**config.mk**
```make
export PLATFORM = sky130hd
export DESIGN_NAME = branch_predictor_gshare
export DESIGN_NICKNAME = d
export VERILOG_FILES = /design/src/rtl/branch_predictor_gshare.sv
export SDC_FILE = /design/constraint.sdc
export NUM_CORES = 2
export LEC_CHECK = 0
export CAP_MARGIN = 10
export CORE_ASPECT_RATIO = 1.75
export CORE_UTILIZATION = 56
export CTS_CLUSTER_DIAMETER = 50
export DETAILED_ROUTE_END_ITERATION = 8
export PLACE_DENSITY_LB_ADDON = 0.15
export SYNTH_ARGS = -nofsm -noshare
export SYNTH_HDL_FRONTEND = slang
export SYNTH_SLANG_ARGS = --single-unit
```
**constraint.sdc**
```tcl
create_clock -name clk_in -period 3.65 [get_ports clk_in]
set_input_delay 0.9125 -clock clk_in [delete_from_list [all_inputs] [get_ports clk_in]]
set_output_delay 0.9125 -clock clk_in [all_outputs]
set_load 0.05 [all_outputs]
```
**src/rtl/branch_predictor_gshare.sv**
```systemverilog
// Gshare/bimodal direction predictor with a direct-mapped tagged BTB for RV32I fetch.
// Lookups return a registered prediction one cycle later; ROB commits train the tables.
module branch_predictor_gshare #(
    parameter int unsigned PHT_ENTRIES = 256,
    parameter int unsigned BTB_ENTRIES = 64,
    parameter int unsigned GHR_BITS    = 8,
    parameter int unsigned TAG_BITS    = 10,
    parameter int unsigned GSHARE      = 1
) (
    input  logic        clk_in,
    input  logic        rst_in,
    input  logic        rdy_in,
    input  logic        lookup_valid_in,
    input  logic [31:0] lookup_pc_in,
    output logic        pred_valid_out,
    output logic        pred_taken_out,
    output logic [31:0] pred_target_out,
    output logic        pred_btb_hit_out,
    input  logic        upd_valid_in,
    input  logic        upd_is_cond_in,
    input  logic [31:0] upd_pc_in,
    input  logic        upd_taken_in,
    input  logic [31:0] upd_target_in
);

    localparam int unsigned PhtIdxW = $clog2(PHT_ENTRIES);
    localparam int unsigned BtbIdxW = $clog2(BTB_ENTRIES);

    logic [1:0]          pht_q        [PHT_ENTRIES];
    logic [BTB_ENTRIES-1:0] btb_valid_q;
    logic [TAG_BITS-1:0] btb_tag_q    [BTB_ENTRIES];
    logic [31:0]         btb_target_q [BTB_ENTRIES];
    logic [BTB_ENTRIES-1:0] btb_uncond_q;
    logic [GHR_BITS-1:0] ghr_q, ghr_d;

    logic                pred_valid_q, pred_taken_q, pred_hit_q;
    logic [31:0]         pred_target_q;

    logic [PhtIdxW-1:0]  lk_pidx, up_pidx;
    logic [BtbIdxW-1:0]  lk_bidx, up_bidx;
    logic [TAG_BITS-1:0] lk_tag, up_tag;
    logic                lk_hit, lk_taken;
    logic [31:0]         lk_target;
    logic [1:0]          ctr_cur, ctr_d;
    logic                unused_upd_pc;

    assign unused_upd_pc = ^upd_pc_in;

    always_comb begin
        lk_pidx = lookup_pc_in[2 +: PhtIdxW];
        up_pidx = upd_pc_in[2 +: PhtIdxW];
        if (GSHARE != 0) begin
            lk_pidx = lk_pidx ^ PhtIdxW'(ghr_q);
            up_pidx = up_pidx ^ PhtIdxW'(ghr_q);
        end
        lk_bidx = lookup_pc_in[2 +: BtbIdxW];
        lk_tag  = lookup_pc_in[2 + BtbIdxW +: TAG_BITS];
        up_bidx = upd_pc_in[2 +: BtbIdxW];
        up_tag  = upd_pc_in[2 + BtbIdxW +: TAG_BITS];
    end

    always_comb begin
        lk_hit    = btb_valid_q[lk_bidx] && (btb_tag_q[lk_bidx] == lk_tag);
        lk_taken  = lk_hit && (btb_uncond_q[lk_bidx] || pht_q[lk_pidx][1]);
        lk_target = lk_taken ? btb_target_q[lk_bidx] : lookup_pc_in + 32'd4;
    end

    always_comb begin
        ctr_cur = pht_q[up_pidx];
        if (upd_taken_in) begin
            ctr_d = (ctr_cur == 2'b11) ? 2'b11 : ctr_cur + 2'd1;
        end else begin
            ctr_d = (ctr_cur == 2'b00) ? 2'b00 : ctr_cur - 2'd1;
        end
        // Shift works for GHR_BITS == 1 too: the shifted-out bit simply vanishes.
        ghr_d = (ghr_q << 1) | GHR_BITS'(upd_taken_in);
    end

    always_ff @(posedge clk_in or negedge rst_in) begin
        if (!rst_in) begin
            pht_q        <= '{default: 2'b01};
            btb_valid_q  <= '0;
            btb_uncond_q <= '0;
            ghr_q        <= '0;
        end else if (rdy_in && upd_valid_in) begin
            if (upd_is_cond_in) begin
                pht_q[up_pidx] <= ctr_d;
                ghr_q          <= ghr_d;
            end
            if (upd_taken_in) begin
                btb_valid_q[up_bidx]  <= 1'b1;
                btb_uncond_q[up_bidx] <= !upd_is_cond_in;
            end
        end
    end

    // Tag/target payload is qualified by btb_valid_q, so it needs no reset.
    always_ff @(posedge clk_in) begin
        if (rdy_in && upd_valid_in && upd_taken_in) begin
            btb_tag_q[up_bidx]    <= up_tag;
            btb_target_q[up_bidx] <= upd_target_in;
        end
    end

    always_ff @(posedge clk_in or negedge rst_in) begin
        if (!rst_in) begin
            pred_valid_q  <= 1'b0;
            pred_taken_q  <= 1'b0;
            pred_hit_q    <= 1'b0;
            pred_target_q <= '0;
        end else if (rdy_in) begin
            pred_valid_q <= lookup_valid_in;
            if (lookup_valid_in) begin
                pred_taken_q  <= lk_taken;
                pred_hit_q    <= lk_hit;
                pred_target_q <= lk_target;
            end
        end
    end

    assign pred_valid_out   = pred_valid_q;
    assign pred_taken_out   = pred_taken_q;
    assign pred_target_out  = pred_target_q;
    assign pred_btb_hit_out = pred_hit_q;

endmodule

```
* Word-level counts from Yosys, hierarchy flattened
Memory sizes are Yosys's and may differ from the RTL's. Cells that the tools add are included.
Storage, ports and cells: register bits after elaboration 683, latch bits 0, memory bits (writable) 2688, ROM bits 0, output and inout port bits 35, word-level logic and storage cells 316, memories kept 2
Cells by class: add/subtract/negate cells 3, multipliers 0, divide/modulo/power cells 0, order comparisons 6, eq/ne operators 2, shifts and indexed selects 0, multiplexer cells 22, bitwise gates (word level) 6, reduce and logical (&&, ||, !) cells 12
Memories:
- btb_target_q | words 64, bits a word 32, read ports 1, clocked after Yosys merged registers in 0, wr ports 1, line 32 | logic [31:0] btb_target_q [BTB_ENTRIES];
- btb_tag_q | words 64, bits a word 10, read ports 1, clocked after Yosys merged registers in 0, wr ports 1, line 31 | logic [TAG_BITS-1:0] btb_tag_q [BTB_ENTRIES];
Operators by type and width (number):
- 512-bit bitwise mux | 1
- 64-bit bitwise mux | 1
- 64-bit OR | 1
- 32-bit by 3-bit adder with 32-bit output (second input constant) | 1
- 2-bit binary-select mux with 8-bit select | 2
- 32-bit two-way mux | 1
- 9-bit >= comparator (second input constant) | 2
- 8-bit inverter with 9-bit output | 2
- 2-bit demux with 8-bit select | 1
- 2-bit two-way mux | 8
- 8-bit XOR | 2
- 6-bit by 7-bit < comparator with 1-bit output (second input constant) | 2
- 1-bit binary-select mux with 6-bit select | 2
- 10-bit == test | 1
- 9-bit by 1-bit < comparator with 1-bit output (second input constant) | 1
- 8-bit by 1-bit OR with 8-bit output | 1
- 1-bit demux with 6-bit select | 1
- 6-bit by 1-bit >= comparator with 1-bit output (second input constant) | 1
- 1-bit logical AND | 6
- 2-bit AND reduction | 3
- 1-bit two-way mux | 5
- 2-bit by 1-bit adder with 2-bit output (second input constant) | 1
- 2-bit == test (second input constant) | 1
- 2-bit logical NOT | 1
- other kinds (3) | 3

* Logic depth before layout (Yosys ltp)
word-level depth 9, gate-level depth with buffers 18, gate-level depth less buffers 9

* Least setup slack after synthesis
Ideal clock, no wire load.
path type in2reg, from input port lookup_pc_in[2], to register pred_target_q[12], in the netlist pred_target_out[12], library setup time 0.126 ns, arrival 4.213 ns, setup slack -0.689 ns, stages 13, path buffers 7, cells stage by stage buf_6 -> buf_12 -> buf_6 -> buf_6 -> buf_6 -> buf_4 -> buf_1 -> mux4_2 -> mux4_2 -> mux4_2 -> nand2_1 -> nor4_1 -> a221o_1
On the way: longest elaborated chain between the ends 8, elaborated cells on any way between the ends 17, classes of those cells add/sub (1); eq/ne (1); mux (8); bitwise (2); reduce/logical (3); memory (2)
Ends and longest elaborated chain:
- start: declaration | line 14 | input logic [31:0] lookup_pc_in,
- 8-bit XOR | line 53 | lk_pidx = lk_pidx ^ PhtIdxW'(ghr_q);
- 8-bit inverter with 9-bit output (not written as such) | line 64 | lk_taken = lk_hit && (btb_uncond_q[lk_bidx] || pht_q[lk_pidx][1]);
- 2-bit binary-select mux with 8-bit select | line 64
- 2-bit two-way mux (not written as such) (2 in series) | line 64
- 1-bit logical OR | line 64
- 1-bit logical AND | line 64
- 32-bit two-way mux * | line 65 | lk_target = lk_taken ? btb_target_q[lk_bidx] : lookup_pc_in + 32'd4;
- end signal: assignment | line 116 | pred_target_q <= lk_target;
- end: declaration | line 37 | logic [31:0] pred_target_q;
Every way passes the cells marked *; elsewhere a longest branch is shown, timed or not. The select of a mux whose other input is x is not followed. A chain may end at the register's enable or synchronous reset.

* Final worst setup path
from input port lookup_pc_in[7], to register pred_target_q[1], in the netlist pred_target_out[1]
The elaborated chain is that of the path after synthesis.

==> flow_metrics.env <==
export IMPL_place_area_mm2=0.150
export IMPL_first_global_vias=79827
export IMPL_synthArstFlopShare_pct=20.3
export IMPL_final_util_pct=66.7
export IMPL_vias=79490
export IMPL_r2r_start="ghr_q[0]"
export IMPL_dp_hpwl_um=264000
export IMPL_synth_warnings=0
export IMPL_skew_ns=0.0442
export IMPL_syn_inst=7337
export IMPL_cap_viol_max_count=0
export IMPL_synth_edf_count=2688
export IMPL_criticalPathCategory="in -> reg"
export IMPL_fp_row_count=240
export IMPL_cts_buffer_depth=4
export IMPL_die_area_mm2=0.247
export IMPL_grt_pass1_wl_um=599000
export IMPL_tightest_slew_ns=1.37
export IMPL_ant_nets=0
export IMPL_setup_slack_ns=-0.335
export IMPL_layout_nets=8412
export IMPL_drt_total_wl_um=433000
export IMPL_pin_count=138
export IMPL_path_buf_inv=6
export IMPL_cpMostUsedCell="buf_12"
export IMPL_setup_viol=532
export IMPL_design_area_mm2=0.163
export IMPL_synth_cell_types=84
export IMPL_die_h_um=657
export IMPL_cts_clk_slew_worst_paths_ns=0.07
export IMPL_crit_path_start="lookup_pc_in[7]"
export IMPL_cts_tree="yes"
export IMPL_cp_data_required_time_ns=4.43
export IMPL_drt_first_pass_iters=8
export IMPL_cp_slowest_cell="clkdlybuf4s50_1"
export IMPL_n_fill_cell=16022
export IMPL_drv_slew=0
export IMPL_grt_util_all_layers_pct=34.9
export IMPL_viasPerCell=6.73
export IMPL_finalCriticalPeriod_ns=3.99
export IMPL_cts_buffers=302
export IMPL_yosysTopAreaCell="edfxtp_1"
export IMPL_cts_sinks=3371
export IMPL_final_common_cell="edfxtp_1"
export IMPL_synth_cell_area_mm2=0.137
export IMPL_finalCritPeriodShare_pct=109
export IMPL_chipWidth_um=376
export IMPL_yosys_top_cells_area="edfxtp_1, mux4_2, dfrtp_1, dfstp_2, nand2_1"
export IMPL_final_cell_mix="edfxtp_1, mux4_2, nand2_1"
export IMPL_ys_flop_type="edfxtp_1"
export IMPL_grt_start_max_net_pins=88
export IMPL_antenna_found_initial=33
export IMPL_p_leak_uw=0.0553
export IMPL_cts_root_buf="clkbuf_16"
export IMPL_synthToLayoutAreaGrowth_pct=18.5
export IMPL_endpoint_kind="flip-flop"
export IMPL_outcome="finished with violations"
export IMPL_synth_top_area_share_pct=58.8
export IMPL_cts_htree_levels=5
export IMPL_rsz0062_at_grt="true"
export IMPL_cp_top_family="simple AND/OR/NAND/NOR gates"
export IMPL_avgSynthCellArea_um2=18.7
export IMPL_critPathArrivalTime_ns=4.76
export IMPL_start_kind="input pin"
export IMPL_gp_congestion=0.975
export IMPL_ys_ff_latch=3371
export IMPL_fmax_mhz=251
export IMPL_drt_initial_drc_count=10189
export IMPL_wl_per_cell_um=36.7
export IMPL_slew_headroom_pct=8.57
export IMPL_ir_worst_vdd_uv=438
export IMPL_hold_path_class="in -> async"
export IMPL_dp_slack_ns=-1.53
export IMPL_clk_insertion_delay_late_ns=0.93
export IMPL_yosysSeqAreaShare_pct=71.5
export IMPL_violations="setup timing"
export IMPL_drive_gt1_share_pct=36.9
export IMPL_power_density_mw_per_mm2=544
export IMPL_finalHoldViolCount=0
export IMPL_start_util_pct=56.3
export IMPL_tns_ns=-81.94
export IMPL_io_buffers=121
export IMPL_critPathMaxFanout=10
export IMPL_drcViolationCount=0
export IMPL_syn_nets=7441
export IMPL_crit_chain="clkdlybuf4s50_1, buf_12, xor2_1, buf_4, nor2_2, o311ai_2, nor3_1, or4_4, o22ai_4, buf_12, buf_12, or3_4, clkbuf_16, a221o_1"
export IMPL_core_area_mm2=0.244
export IMPL_max_stage_delay_ns=0.51
export IMPL_grt_overflow=0
flip-flops by register name, indices dropped and copies added, names as in the netlist, 8 cells and up:
signal and cells:
btb_target_q 2048, btb_tag_q 640, pht_q 512, btb_uncond_q 64, btb_valid_q 64, pred_target_out 32, ghr_q 8
final timing paths:
| check | end | slack [ns] | depth (start not counted) |
|---|---|---|---|
| max | pred_target_out[1] | -0.34 | 14 |
| min | pht_q[245] | 0.03 | 1 |
| max reg2reg | pred_target_out[1] | -0.34 | 18 |
| min reg2reg | pht_q[382] | 0.46 | 2 |
| max in group asynchronous | pht_q[158] | 2.58 | 2 |
| min in group clk_in | btb_tag_q[2][1] | 0.44 | 2 |
worst register-to-register path, stage by stage (launching register included):
cell	delay, ns
dfrtp_2	0.42
buf_4	0.15
buf_12	0.12
xor2_4	0.16
buf_6	0.14
buf_12	0.15
buf_6	0.13
mux4_2	0.37
nand2_1	0.07
nand4_1	0.07
nand4_1	0.19
o41ai_2	0.33
buf_4	0.19
o22ai_4	0.06
buf_12	0.15
buf_12	0.13
or3_4	0.51
clkbuf_16	0.22
a221o_1	0.30
power by group:
part / leakage, µW / switching (µW) / internal, µW / total (µW)
Clock: 0.00476 / 14200 / 17800 / 32000
Combinational: 0.0179 / 7880 / 6100 / 14000
Sequential: 0.0327 / 325 / 42100 / 42400
Total: 0.0553 / 22400 / 66000 / 88400
cell type report:
cell class,count,area [µm²],share of cell area [%]
sequential,3371,98100,60.3
inverter,30,148,0.0908
antenna,14,35.0,0.0215
clock buffer,379,8250,5.08
tap,3267,4090,2.51
multi-input combinational,3493,38000,23.4
clock inverter,156,1450,0.891
timing repair buffer,1110,12500,7.67
stage by stage:
stage | hold slack, ns | std cells | total power (µW)
after detailed placement | 0.448 | 11184 | 53800
after global routing | 0.0613 | 11810 | 90300
after CTS | 0.0612 | 11755 | 86400
after floorplan | 0.429 | 7337 | 48800
after global placement | 0.446 | 11184 | 53700
final | 0.0322 | 11820 | 88400
cells in the mapped netlist, types with 74 or more instances:
| cell | n |
|---|---|
| edfxtp_1 | 2688 |
| mux4_2 | 1025 |
| nand2_1 | 937 |
| o21ai_0 | 513 |
| dfrtp_1 | 427 |
| dfstp_2 | 256 |
| clkbuf_1 | 183 |
| nor2_1 | 151 |
| buf_2 | 123 |
| mux2i_1 | 96 |
| mux2_2 | 76 |
| o31ai_1 | 74 |
logic make-up after synthesis:
| family | Yosys count | synth area share (%) |
|---|---|---|
| flops | 3371 | 71.5 |
| fa+ha+maj | 2 | 0.0173 |
| buf+inv | 473 | 1.85 |
| mux | 1198 | 18.2 |
| xor+xnor | 62 | 0.420 |
| simple gates | 1399 | 4.35 |
| compound gates | 832 | 3.68 |
routing by layer:
layer | GRT usage [%] | routed length (µm) | vias up
li1 | - | - | 31496
met1 | 42.5 | 144000 | 41756
met2 | 58.1 | 218000 | 4851
met3 | 6.78 | 40200 | 1367
met4 | 20.7 | 31800 | 20
met5 | 0 | 144 | -
timing repair:
action                                  CTS  global route
gates cloned                             13            30
buffers inserted                         24            25
endpoints found under the setup margin  546           546
gates resized for setup                 142           329
hold buffers                              0             0
pin swaps                                24            21
Note: power is estimated with default switching activity, not from simulation.
